`config.mk`:
```
export PLATFORM = sky130hd
export DESIGN_NAME = flash_word_fetcher
export DESIGN_NICKNAME = d
export VERILOG_FILES = /design/src/rtl/flash_word_fetcher.sv
export SDC_FILE = /design/constraint.sdc
export NUM_CORES = 1
export LEC_CHECK = 0
export ABC_AREA = 1
export BUFFER_PORTS_ARGS = -buffer_cell sky130_fd_sc_hd__buf_4
export CAP_MARGIN = 10
export CORE_MARGIN = 5
export CORE_UTILIZATION = 35
export DETAILED_ROUTE_END_ITERATION = 6
export HOLD_SLACK_MARGIN = 0.05
export PLACE_DENSITY = 0.56
export SETUP_SLACK_MARGIN = 0.05
export SYNTH_ARGS = -nofsm -noshare
export SYNTH_HDL_FRONTEND = slang
export SYNTH_SLANG_ARGS = --single-unit
```
`constraint.sdc`:
```
create_clock -name CLOCK_50 -period 2.2 [get_ports CLOCK_50]
set_input_delay 0.11 -clock CLOCK_50 [delete_from_list [all_inputs] [get_ports CLOCK_50]]
set_output_delay 0.11 -clock CLOCK_50 [all_outputs]
set_load 0.01 [all_outputs]
```
`src/rtl/flash_word_fetcher.sv`:
```
// Fetches one DATA_W-bit word from a BUS_W-bit parallel flash as BEATS wait-stated reads,
// with a one-entry last-word cache that answers repeated addresses without touching the flash.
module flash_word_fetcher #(
    parameter int ADDR_W      = 16,
    parameter int DATA_W      = 16,
    parameter int BUS_W       = 8,
    parameter int FL_ADDR_W   = 22,
    parameter int WAIT_CYCLES = 3,
    parameter int BASE        = 0,
    parameter int MSB_FIRST   = 0,
    parameter int CACHE_EN    = 1
) (
    input  logic                 CLOCK_50,
    input  logic                 reset_n,
    input  logic                 req,
    input  logic [ADDR_W-1:0]    addr,
    input  logic                 flush,
    output logic                 rdy,
    output logic [DATA_W-1:0]    data,
    output logic                 busy,
    output logic                 req_dropped,
    output logic [FL_ADDR_W-1:0] FL_ADDR,
    input  logic [BUS_W-1:0]     FL_DQ,
    output logic                 FL_CE_N,
    output logic                 FL_OE_N
);

    localparam int BEATS  = DATA_W / BUS_W;
    localparam int BEAT_W = (BEATS > 1) ? $clog2(BEATS) : 1;
    localparam int AW_SUM = FL_ADDR_W + ADDR_W + 8;
    localparam logic [BEAT_W-1:0] LAST_BEAT = BEAT_W'(BEATS - 1);
    localparam logic [3:0]        WAIT_MAX  = 4'(WAIT_CYCLES);

    typedef enum logic [1:0] {
        S_IDLE  = 2'd0,
        S_FETCH = 2'd1,
        S_HIT   = 2'd2
    } state_t;

    state_t                 r_state, w_state;
    logic [BEAT_W-1:0]      r_beat, w_beat;
    logic [3:0]             r_wcnt, w_wcnt;
    logic [ADDR_W-1:0]      r_addr, w_addr;
    logic [DATA_W-1:0]      r_word, w_word;
    logic [ADDR_W-1:0]      r_tag, w_tag;
    logic [DATA_W-1:0]      r_cache, w_cache;
    logic                   r_valid, w_valid;
    logic [DATA_W-1:0]      r_data, w_data;
    logic                   r_rdy, w_rdy;
    logic                   r_dropped, w_dropped;
    logic                   r_busy;
    logic [FL_ADDR_W-1:0]   r_fl_addr, w_fl_addr;
    logic                   r_fl_en;
    logic                   w_hit;

    // Flash byte address of a beat; wraps silently at FL_ADDR_W bits.
    function automatic logic [FL_ADDR_W-1:0] fl_addr_calc(input logic [ADDR_W-1:0] a,
                                                          input logic [BEAT_W-1:0] b);
        logic [AW_SUM-1:0] s;
        s = AW_SUM'(BASE) + AW_SUM'(a) * AW_SUM'(BEATS) + AW_SUM'(b);
        return s[FL_ADDR_W-1:0];
    endfunction

    function automatic logic [DATA_W-1:0] insert_beat(input logic [DATA_W-1:0] w,
                                                      input logic [BEAT_W-1:0] b,
                                                      input logic [BUS_W-1:0]  d);
        logic [DATA_W-1:0] r;
        int                slot;
        r = w;
        if (MSB_FIRST != 0) begin
            slot = BEATS - 1 - int'(b);
        end else begin
            slot = int'(b);
        end
        r[slot*BUS_W +: BUS_W] = d;
        return r;
    endfunction

    assign w_hit = (CACHE_EN != 0) && r_valid && (addr == r_tag) && !flush;

    // Next-state, datapath and flash-pin decode.
    always_comb begin
        w_state   = r_state;
        w_beat    = r_beat;
        w_wcnt    = r_wcnt;
        w_addr    = r_addr;
        w_word    = r_word;
        w_tag     = r_tag;
        w_cache   = r_cache;
        w_valid   = r_valid & ~flush;
        w_data    = r_data;
        w_rdy     = 1'b0;
        w_dropped = r_dropped | (req & (r_state != S_IDLE));
        case (r_state)
            S_IDLE: begin
                if (req) begin
                    w_addr = addr;
                    if (w_hit) begin
                        w_state = S_HIT;
                    end else begin
                        w_state = S_FETCH;
                        w_beat  = '0;
                        w_wcnt  = 4'd0;
                    end
                end else begin
                    w_state = S_IDLE;
                end
            end
            S_HIT: begin
                w_data  = r_cache;
                w_rdy   = 1'b1;
                w_state = S_IDLE;
            end
            S_FETCH: begin
                if (r_wcnt != WAIT_MAX) begin
                    w_wcnt = r_wcnt + 4'd1;
                end else begin
                    w_wcnt = 4'd0;
                    w_word = insert_beat(r_word, r_beat, FL_DQ);
                    if (r_beat == LAST_BEAT) begin
                        // Fill is applied after the flush clear, so a simultaneous flush loses.
                        w_data  = w_word;
                        w_tag   = r_addr;
                        w_cache = w_word;
                        w_valid = 1'b1;
                        w_rdy   = 1'b1;
                        w_state = S_IDLE;
                    end else begin
                        w_beat = r_beat + BEAT_W'(1);
                    end
                end
            end
            default: begin
                w_state = S_IDLE;
            end
        endcase
        w_fl_addr = (w_state == S_FETCH) ? fl_addr_calc(w_addr, w_beat) : '0;
    end

    // State and output registers; reset aborts any fetch and invalidates the cache.
    always_ff @(posedge CLOCK_50 or negedge reset_n) begin
        if (!reset_n) begin
            r_state   <= S_IDLE;
            r_beat    <= '0;
            r_wcnt    <= 4'd0;
            r_addr    <= '0;
            r_word    <= '0;
            r_tag     <= '0;
            r_cache   <= '0;
            r_valid   <= 1'b0;
            r_data    <= '0;
            r_rdy     <= 1'b0;
            r_dropped <= 1'b0;
            r_busy    <= 1'b0;
            r_fl_addr <= '0;
            r_fl_en   <= 1'b0;
        end else begin
            r_state   <= w_state;
            r_beat    <= w_beat;
            r_wcnt    <= w_wcnt;
            r_addr    <= w_addr;
            r_word    <= w_word;
            r_tag     <= w_tag;
            r_cache   <= w_cache;
            r_valid   <= w_valid;
            r_data    <= w_data;
            r_rdy     <= w_rdy;
            r_dropped <= w_dropped;
            r_busy    <= (w_state != S_IDLE);
            r_fl_addr <= w_fl_addr;
            r_fl_en   <= (w_state == S_FETCH);
        end
    end

    assign rdy         = r_rdy;
    assign data        = r_data;
    assign busy        = r_busy;
    assign req_dropped = r_dropped;
    assign FL_ADDR     = r_fl_addr;
    assign FL_CE_N     = ~r_fl_en;
    assign FL_OE_N     = ~r_fl_en;

endmodule
```
==> results.tsv, run 1 <==
metric	value	unit
count of standard-cell rows	42	
Final Net Count	621	
Critical Path End Type	flop	
peak ir drop on the vdd network	500.2	uV
cell at the root of the clock tree	sky130_fd_sc_hd__clkbuf_16	
initial standard-cell utilization of the core	0.3585	
commonest cells after routing, fill and taps aside	sky130_fd_sc_hd__nand2_1 (128), sky130_fd_sc_hd__dfrtp_1 (109), sky130_fd_sc_hd__buf_4 (72), sky130_fd_sc_hd__o21ai_0 (70), sky130_fd_sc_hd__inv_1 (54)	
filler cell count in the final layout	1330	
number of antenna violations at the first check in global routing	0	
Final min period	1.915	ns
DR vias/cell	4.523	
clock tree from TritonCTS	done	
start-to-end type of the worst setup path	flop to flop	
top_reg_cell synth	sky130_fd_sc_hd__dfrtp_1	
clock insertion delay at the later pin of the skew report	0.34	ns
most common library cell in the layout ignoring fill and taps	sky130_fd_sc_hd__nand2_1	
count of distinct cell types in the synthesized netlist	30	
RSZ-0062 raised after global routing	false	
number of synthesized register bits	109	
main combinational cell family by area after synthesis	simple AND/OR/NAND/NOR gates	
total track usage	0.1281	
arrival time at the worst endpoint	2.12	ns
Starting DRT DRC Count	189	
largest net degree at the start of global routing	60	
# Post-CTS Setup Buffers	0	
sequential cell area in the final layout	2728	sq um
power density cells	1239	nW/um^2
DRC violations left	0	
mux contribution to synthesized area	0.02100	
final total negative setup slack	0	ns
remaining max-slew budget at the tightest pin	0.6560	
count of input and output buffers	65	
clock-pin slew reported for the worst setup and hold paths after clock tree synthesis	0.07	ns
startpoint type of the worst setup path	flop	
top-level I/O count	71	
height of the die	126.7	um
syn avg cell area	9.183	sq um
H-tree levels	3	
vias in the first global route	3489	
area overhead of the layout relative to synthesis	21.37	%
adder and majority cell fraction of the synthesized area	0.01050	
final setup violation count	0	
final-report hold violation count	0	
count of mapped cells out of synthesis	519	
worst-case clock buffer depth	2	
proportion of layout cells with a drive suffix above 1	0.2020	
Crit path required time	2.41	ns
Antenna diodes	0	
number of maximum-capacitance violations	0	
Final Max Slew Viols	0	
Async S/R FF share, synth	1.000	
antenna-violating nets left	0	
outcome	complete, no violations	
width of the die	126.7	um
area post-placement	5425	sq um
Slew @ Worst Pin	0.5154	ns
number of vias in the routed layout	3483	
fraction of synthesized cell area in xor and xnor cells	0.02022	
die outline area	16050	sq um
CTS Buf Count	9	
Seq/Total Area, Yosys	0.5723	
HPWL after detailed placement	6721	um
area of combinational cells with multiple inputs	1677	sq um
wire length of the first global-routing pass	16840	um
Routed WL per cell	12.66	um
Final period util	0.8703	
core area	13300	sq um
share of synthesized cell area in and, or, nand and nor gates	0.1827	
Placer Congestion	0.7630	
achievable frequency	0.5223	GHz
static leakage	2.861	nW
post-synthesis compound-gate area fraction	0.1129	
clk_skew	0.01164	ns
cell area after layout	5784	sq um
YS warnings	0	
peak fanout along the critical path	26	
area of the mapped netlist	4766	sq um
Overflow after GRT	0	
number of optimization iterations in the first detailed-route pass	4	
Post-synth EDFFs	0	
total length of routed wires	9747	um
total number of clock tree sinks	109	
type of the most critical hold path	input port to flop	
Final Util	0.4351	
-- critical path, stage by stage (launching register included) --
cell and delay (ns):
sky130_fd_sc_hd__dfrtp_1 0.38, sky130_fd_sc_hd__ha_1 0.19, sky130_fd_sc_hd__nand2_1 0.10, sky130_fd_sc_hd__inv_2 0.09, sky130_fd_sc_hd__nand2_4 0.09, sky130_fd_sc_hd__nor2_4 0.32, sky130_fd_sc_hd__inv_2 0.23, sky130_fd_sc_hd__buf_12 0.22
sky130_fd_sc_hd__nand2_1 0.06, sky130_fd_sc_hd__o21ai_0 0.08
-- power breakdown --
part / leakage [nW] / switching [mW] / total [mW] / internal (mW)
clock: 0.139 / 0.739 / 1.55 / 0.808
combinational: 1.46 / 1.48 / 2.56 / 1.07
sequential: 1.27 / 0.328 / 3.06 / 2.73
total: 2.86 / 2.55 / 7.17 / 4.62
-- layout make-up --
cell class	instances	area share
tap	176	0.03807
inverter	58	0.03850
multi-input combinational	330	0.2899
sequential	109	0.4716
timing repair buffer	81	0.1125
clock buffer	10	0.04132
clock inverter	6	0.008220
-- cells in the mapped netlist (4+ instances only) --
master                     instances  area, sq um
sky130_fd_sc_hd__or2_2             7        43.79
sky130_fd_sc_hd__nand3_1           6        30.03
sky130_fd_sc_hd__buf_2             7        35.03
sky130_fd_sc_hd__nor2_1           38        142.6
sky130_fd_sc_hd__o21ai_0          70        350.3
sky130_fd_sc_hd__mux2i_1          10        100.1
sky130_fd_sc_hd__o21a_1           11        82.58
sky130_fd_sc_hd__buf_4             9        67.56
sky130_fd_sc_hd__ha_1              4        50.05
sky130_fd_sc_hd__xnor2_1           9        78.83
sky130_fd_sc_hd__clkbuf_1          9        33.78
sky130_fd_sc_hd__a31oi_1           6        37.54
sky130_fd_sc_hd__nand2_4           4        45.04
sky130_fd_sc_hd__dfrtp_1         109         2728
sky130_fd_sc_hd__inv_1            54        202.7
sky130_fd_sc_hd__nor2_2            9        56.30
sky130_fd_sc_hd__nand2_1         128        480.5
sky130_fd_sc_hd__a21oi_1          11        55.05
-- per-stage QoR --
stage	instances	power (mW)	hold slack, ns	worst slack, ns
2_1_floorplan	523	4.831	-0.1856	0.5553
3_3_place_gp	747	5.634	0.1143	0.1663
3_5_place_dp	747	5.693	0.1198	0.09093
4_1_cts	770	7.295	0.05962	0.05173
5_1_grt	770	7.788	0.08384	0.06916
6_report	770	7.168	0.07526	0.2854
-- metal layers --
metal | vias up | track usage | share of wire
li1 | 1755 | - | -
met1 | 1642 | 0.1685 | 0.49
met2 | 77 | 0.2101 | 0.47
met3 | 9 | 0.03279 | 0.041
met4 | 0 | 0.03596 | 0.0070
met5 | - | 0 | 0
-- sequential cells by signal, summed over array words and instances (netlist names) --
name,flops
FL_ADDR,17
busy,1
data,16
r_addr,16
r_beat,1
r_cache,16
r_fl_en,1
r_state,2
r_tag,16
r_valid,1
r_wcnt,4
r_word,16
rdy,1
req_dropped,1
-- final timing paths --
kind	to	cells past startpoint	slack, ns	from
setup / recovery	r_cache[2]	9	0.29	r_wcnt[0]
hold / removal	r_addr[2]	3	0.08	addr[2]
setup reg to reg	r_cache[2]	9	0.29	r_wcnt[0]
hold reg to reg	r_tag[0]	2	0.48	r_addr[0]
max in group asynchronous	r_addr[8]	3	1.22	reset_n
min in group asynchronous	data[9]	2	0.29	reset_n
-- cell families after synthesis --
family | after synthesis
flops | 109
fa+ha+maj | 4
buf+inv | 84
simple gates | 200
mux | 10
compound gates | 100
xor+xnor | 11
other cells | 1
-- repair_timing --
item                                    CTS  global route
endpoints found under the hold margin    42             0
resized for setup                         0             1
endpoints found under the setup margin    0            12
hold buffers                              7             0
Note: power is estimated with default switching activity, not from simulation.
==> inputs of run 2 (changes only) <==
--- a/config.mk
+++ b/config.mk
@@ -5,14 +5,13 @@
 export SDC_FILE = /design/constraint.sdc
 export NUM_CORES = 1
 export LEC_CHECK = 0
-export ABC_AREA = 1
 export BUFFER_PORTS_ARGS = -buffer_cell sky130_fd_sc_hd__buf_4
 export CAP_MARGIN = 10
 export CORE_MARGIN = 5
 export CORE_UTILIZATION = 35
 export DETAILED_ROUTE_END_ITERATION = 6
 export HOLD_SLACK_MARGIN = 0.05
-export PLACE_DENSITY = 0.56
+export PLACE_DENSITY = 0.57
 export SETUP_SLACK_MARGIN = 0.05
 export SYNTH_ARGS = -nofsm -noshare
 export SYNTH_HDL_FRONTEND = slang
==> run 2 against run 1 <==
Against the previous run:
- count of clock-buffer cells in the layout is 1 lower
- area after synthesis decreased by 4.3%
- register-to-register slack better by 0.04 ns
- worst setup slack better by 0.037 ns
- final cell count decreased by 14%
- sequential power rose by 9.8%
- clock power is 19% higher
- flip-flop and latch count did not move
- final area is essentially flat
- critical endpoint is now FL_ADDR[4]
- largest cell class unchanged
==> results.tsv, run 2 <==
metric	value	unit
biggest area contributors in the synthesized netlist	sky130_fd_sc_hd__dfrtp_1 (60%), sky130_fd_sc_hd__mux2_2 (7.9%), sky130_fd_sc_hd__o21ai_0 (4.0%)	
share of power burned in combinational logic	0.355	
syn avg cell area	11.48	sq um
worst hold slack	0.1234	ns
clock tree from TritonCTS	done	
core area	12670	sq um
peak fanout along the critical path	18	
Int Power	5.410	mW
flip-flop count of the largest register after layout	17	
remaining max-slew budget at the tightest pin	0.5184	
Starting DRT DRC Count	137	
DRC violations left	0	
Final Max Slew Viols	0	
number of vias in the routed layout	3056	
static leakage	2.644	nW
outcome	complete, no violations	
Routed WL per cell	13.80	um
cell taking the most area after synthesis	sky130_fd_sc_hd__dfrtp_1	
proportion of layout cells with a drive suffix above 1	0.2710	
# Post-CTS Setup Buffers	0	
count of distinct cell types in the synthesized netlist	37	
RSZ-0062 raised after global routing	false	
Post-synth EDFFs	0	
busiest layer in global routing	met2	
Slew @ Worst Pin	0.7224	ns
relative contribution of the clock network to total power	0.228	
worst-case clock buffer depth	2	
Final Net Count	514	
top_reg_cell synth	sky130_fd_sc_hd__dfrtp_1	
final total negative setup slack	0	ns
power density cells	1394	nW/um^2
achievable frequency	0.5327	GHz
most common library cell in the layout ignoring fill and taps	sky130_fd_sc_hd__dfrtp_1	
YS warnings	0	
DR vias/cell	4.637	
library cell with the highest instance count after synthesis	sky130_fd_sc_hd__dfrtp_1	
CTS Buf Count	9	
start-to-end type of the worst setup path	input port to flop	
clk_skew	0.008019	ns
cells on worst reg2reg path	9	
Final min period	1.877	ns
Final period util	0.8533	
antenna-violating nets left	0	
Placer Congestion	0.7493	
type of the most critical hold path	input port to flop	
Seq/Total Area, Yosys	0.5982	
startpoint type of the worst setup path	input port	
H-tree levels	3	
cell area after layout	5781	sq um
total track usage	0.1309	
initial standard-cell utilization of the core	0.3598	
worst setup timing slack at the placement stage	0.1710	ns
count of mapped cells out of synthesis	397	
Final Util	0.4562	
wire length of the first global-routing pass	15780	um
final-report hold violation count	0	
hold depth	3	
width of the die	124.1	um
Crit path required time	2.42	ns
arrival time at the worst endpoint	2.10	ns
most frequent CP cell	sky130_fd_sc_hd__buf_4	
Pwr Total	8.055	mW
met2 Usage GRT	0.2280	
net switching fraction of the power	0.3284	
number of maximum-capacitance violations	0	
total length of routed wires	9094	um
clock insertion delay at the later pin of the skew report	0.34	ns
number of optimization iterations in the first detailed-route pass	4	
Layout Cells excl Fill	659	
HPWL after detailed placement	6389	um
switching power	2.646	mW
number of antenna violations at the first check in global routing	0	
top-level I/O count	71	
Placed Cells	624	
Antenna diodes	0	
count of input and output buffers	65	
minimum setup slack in the final design	0.3228	ns
commonest cells after routing, fill and taps aside	sky130_fd_sc_hd__dfrtp_1 (109), sky130_fd_sc_hd__buf_4 (75), sky130_fd_sc_hd__nand2_1 (38), sky130_fd_sc_hd__o21ai_0 (36), sky130_fd_sc_hd__nor2_1 (36)	
die outline area	15410	sq um
largest net degree at the start of global routing	55	
Critical Path End Type	flop	
vias in the first global route	3313	
area of the mapped netlist	4559	sq um
final setup violation count	0	
Async S/R FF share, synth	1.000	
height of the die	124.1	um
peak ir drop on the vdd network	606.5	uV
number of synthesized register bits	109	
count of standard-cell rows	41	
R2R setup slack	0.33	ns
cell at the root of the clock tree	sky130_fd_sc_hd__clkbuf_16	
slowest CP cell	sky130_fd_sc_hd__dlygate4sd3_1	
top cell type's share of synthesized area	0.5982	
met1 usage	0.1600	
area overhead of the layout relative to synthesis	26.78	%
critical-path cell list	dlygate4sd3_1 -> buf_4 -> xnor2_1 -> nand4_1 -> nor3_2 -> a21oi_2 -> o21ai_4 -> buf_4 -> nor2b_1	
relative contribution of sequential cells to total power	0.417	
total number of clock tree sinks	109	
worst stage delay on the critical path	0.53	ns
clock-pin slew reported for the worst setup and hold paths after clock tree synthesis	0.07	ns
Overflow after GRT	0	
met3 capacity usage during global routing	0.03678	
most numerous cell types in the synthesized netlist	sky130_fd_sc_hd__dfrtp_1 (109), sky130_fd_sc_hd__nand2_1 (38), sky130_fd_sc_hd__nor2_1 (36), sky130_fd_sc_hd__o21ai_0 (36), sky130_fd_sc_hd__a21oi_1 (35)	
area post-placement	5233	sq um
[run 2: logic make-up (layout without fill, tap and decap cells)]
kind of cell	count (synthesis)	after routing	share of synthesized area
muxes	48	48	0.1142
and+or+nand+nor	105	105	0.1087
DFF	109	109	0.5982
buffers and inverters	32	118	0.03732
adders and majority gates	4	4	0.01098
AOI/OAI and AO/OA	82	82	0.09907
other	1	5	0.0008225
xor gates and xnor gates	16	16	0.03074
[run 2: layout make-up]
class | instances | area [sq um]
clock buffers | 9 | 225.2
clock inverters | 7 | 121.4
fillers | 1182 | 6890
inverters | 7 | 26.28
multi-input cells | 260 | 1692
flip-flops and latches | 109 | 2728
well taps | 172 | 215.2
repair buffers | 95 | 773.2
[run 2: critical path: cells and delay by family]
kind | cells | cell delay, ns
AO/OA/AOI/OAI | 2 | 0.35
XOR/XNOR | 1 | 0.17
AND/OR/NAND/NOR | 3 | 0.55
buffers and inverters | 3 | 0.93
[run 2: power by group through the flow]
stage / Combinational (mW) / Clock, mW / Sequential [mW]
finish: 2.86 / 1.84 / 3.36
global route: 3.28 / 1.98 / 3.47
CTS: 2.92 / 1.89 / 3.37
detailed placement: 2.89 / 0 / 3.40
global placement: 2.82 / 0 / 3.36
floorplan: 1.79 / 0 / 3.43
[run 2: layer usage]
| metal | share of wire | up-vias |
|---|---|---|
| met1 | 0.44 | 1484 |
| met5 | 0 | - |
| met2 | 0.49 | 60 |
| li1 | - | 1502 |
| met4 | 0.011 | 0 |
| met3 | 0.053 | 10 |
[run 2: what timing repair did]
action	in CTS	in global routing
hold buffers	19	0
hold endpoints to repair	69	0
endpoints found under the setup margin	0	26
gates resized for setup	0	2
[run 2: worst paths after layout]
path	from	to
worst max-delay path	addr[4]	FL_ADDR[4]
worst min-delay path	FL_DQ[6]	r_cache[14]
worst max register to register	r_state[1]	FL_ADDR[4]
worst min register to register	req_dropped	req_dropped
max in group asynchronous	reset_n	r_addr[2]
min in group asynchronous	reset_n	data[12]
==> inputs of run 3 (changes only) <==
--- a/config.mk
+++ b/config.mk
@@ -7,9 +7,10 @@
 export LEC_CHECK = 0
 export BUFFER_PORTS_ARGS = -buffer_cell sky130_fd_sc_hd__buf_4
 export CAP_MARGIN = 10
-export CORE_MARGIN = 5
+export CORE_MARGIN = 2
 export CORE_UTILIZATION = 35
 export DETAILED_ROUTE_END_ITERATION = 6
+export GPL_TIMING_DRIVEN = 0
 export HOLD_SLACK_MARGIN = 0.05
 export PLACE_DENSITY = 0.57
 export SETUP_SLACK_MARGIN = 0.05
==> constraint.sdc (replaced) <==
create_clock -name CLOCK_50 -period 1.96 [get_ports CLOCK_50]
set_input_delay 0.098 -clock CLOCK_50 [delete_from_list [all_inputs] [get_ports CLOCK_50]]
set_output_delay 0.098 -clock CLOCK_50 [all_outputs]
set_load 0.01 [all_outputs]
==> run 3 against run 2 <==
Against the previous run:
- clock power decreased by 5%
- wire length is 5.6% higher
- worst setup slack worse by 0.19 ns
- critical endpoint is now r_tag[8]
- sequential power grew 11%
- worst hold slack got worse by 0.013 ns
- via count is 3.2% higher
- total power grew 12%
- die area down 9.4%
- non-clock buffer count increased by 20
- largest power group unchanged
- global-route usage is 1.5 points higher
- combinational power increased by 23%
==> results.tsv, run 3 (same netlist as run 2, synthesis figures left out) <==
metric	value	unit
Final Max Slew Viols	0	
achievable frequency	0.5466	GHz
worst-case clock buffer depth	2	
initial standard-cell utilization of the core	0.3598	
type of the most critical hold path	input port to flop	
final setup violation count	0	
width of the die	118.1	um
core area	12670	sq um
arrival time at the worst endpoint	2.06	ns
wire length of the first global-routing pass	16170	um
top-level I/O count	71	
DRC violations left	0	
count of input and output buffers	65	
CTS Buf Count	9	
Final min period	1.830	ns
number of optimization iterations in the first detailed-route pass	4	
Placer Congestion	0.7859	
cell at the root of the clock tree	sky130_fd_sc_hd__clkbuf_16	
crit-path leading delay family	simple AND/OR/NAND/NOR gates	
number of maximum-capacitance violations	0	
Slew @ Worst Pin	0.5107	ns
relative contribution of the clock network to total power	0.194	
total length of routed wires	9601	um
Layout Cells excl Fill	679	
peak fanout along the critical path	10	
relative contribution of sequential cells to total power	0.415	
Routed WL per cell	14.14	um
cell area after layout	5934	sq um
HPWL after detailed placement	6687	um
final-report hold violation count	0	
vias in the first global route	3247	
DR vias/cell	4.644	
RSZ-0062 raised after global routing	true	
slowest CP cell	sky130_fd_sc_hd__dfrtp_1	
clock tree from TritonCTS	done	
Overflow after GRT	0	
count of standard-cell rows	41	
area overhead of the layout relative to synthesis	30.16	%
busiest layer in global routing	met2	
total number of clock tree sinks	109	
switching power	3.052	mW
critical-path cell list	ha_2 -> nor3b_4 -> and3_1 -> buf_6 -> buf_12 -> mux2_2	
flip-flop count of the largest register after layout	17	
share of power burned in combinational logic	0.391	
die outline area	13960	sq um
startpoint type of the worst setup path	flop	
area post-placement	5305	sq um
Placed Cells	639	
met3 capacity usage during global routing	0.03523	
outcome	complete, no violations	
start-to-end type of the worst setup path	flop to flop	
H-tree levels	3	
static leakage	2.736	nW
met1 usage	0.1876	
Crit path required time	2.19	ns
commonest cells after routing, fill and taps aside	sky130_fd_sc_hd__dfrtp_1 (109), sky130_fd_sc_hd__buf_4 (81), sky130_fd_sc_hd__nand2_1 (36), sky130_fd_sc_hd__nor2_1 (36), sky130_fd_sc_hd__o21ai_0 (35)	
Starting DRT DRC Count	111	
Final Util	0.4684	
Final Net Count	534	
number of antenna violations at the first check in global routing	0	
Antenna diodes	0	
clk_skew	0.005333	ns
remaining max-slew budget at the tightest pin	0.6596	
sum of buffers and inverters on the critical path	2	
most common library cell in the layout ignoring fill and taps	sky130_fd_sc_hd__dfrtp_1	
height of the die	118.1	um
Int Power	5.955	mW
met2 Usage GRT	0.2457	
clock-pin slew reported for the worst setup and hold paths after clock tree synthesis	0.07	ns
Final period util	0.9335	
power density cells	1518	nW/um^2
net switching fraction of the power	0.3388	
final total negative setup slack	0	ns
peak ir drop on the vdd network	704.7	uV
worst stage delay on the critical path	0.39	ns
number of vias in the routed layout	3153	
Critical Path End Type	flop	
clock insertion delay at the later pin of the skew report	0.34	ns
proportion of layout cells with a drive suffix above 1	0.3077	
largest net degree at the start of global routing	72	
antenna-violating nets left	0	
total track usage	0.1463	
## run 3: final timing paths
kind / from / end / slack (ns) / cells after the start
max: r_wcnt[1] / r_tag[8] / 0.13 / 6
min: FL_DQ[4] / r_cache[4] / 0.11 / 3
max reg2reg: r_wcnt[1] / r_tag[8] / 0.13 / 6
min reg2reg: req_dropped / req_dropped / 0.46 / 1
max in group asynchronous: reset_n / r_addr[6] / 0.96 / 3
min in group asynchronous: reset_n / data[11] / 0.28 / 2
## run 3: routing by layer
layer | wire length [um] | vias up
li1 | - | 1541
met1 | 4352 | 1516
met2 | 4634 | 82
met3 | 476 | 14
met4 | 138 | 0
met5 | 0 | -
## run 3: cell type report
class / instances / area [sq um]
Fill cell: 1232 / 6736
Sequential cell: 109 / 2728
Multi-Input combinational cell: 260 / 1728
Timing Repair Buffer: 90 / 755.7
Clock buffer: 14 / 274.0
Tap cell: 172 / 215.2
Buffer: 25 / 191.4
Inverter: 7 / 26.28
Clock inverter: 2 / 16.27
## run 3: through the flow
stage	setup WS (ns)	power [mW]	hold slack, ns
floorplan	0.1995	5.852	-0.1976
global placement	-0.1656	7.020	0.3141
detailed placement	-0.2014	7.124	0.1080
CTS	0.06398	9.026	0.1026
global route	0.03210	9.693	0.1257
finish	0.1303	9.007	0.1107
## run 3: timing repair
action,4_1_cts,5_1_grt
hold endpoints to repair,56,0
endpoints found under the setup margin,72,73
setup buffers,4,1
gates resized for setup,9,34
hold buffers,19,0
pin swaps,1,2
## run 3: worst register-to-register path: stages (launching register included)
cell and delay (ns):
sky130_fd_sc_hd__dfrtp_1 0.39, sky130_fd_sc_hd__ha_2 0.21, sky130_fd_sc_hd__nor3b_4 0.25, sky130_fd_sc_hd__and3_1 0.20, sky130_fd_sc_hd__buf_6 0.17, sky130_fd_sc_hd__buf_12 0.15
sky130_fd_sc_hd__mux2_2 0.34
## run 3: power groups by stage
stage / logic, mW / clock network [mW] / registers, mW
floorplan: 2.01 / 0 / 3.84
global placement: 3.28 / 0 / 3.73
detailed placement: 3.35 / 0 / 3.77
CTS: 3.50 / 1.80 / 3.73
global route: 3.94 / 1.90 / 3.86
finish: 3.52 / 1.75 / 3.74
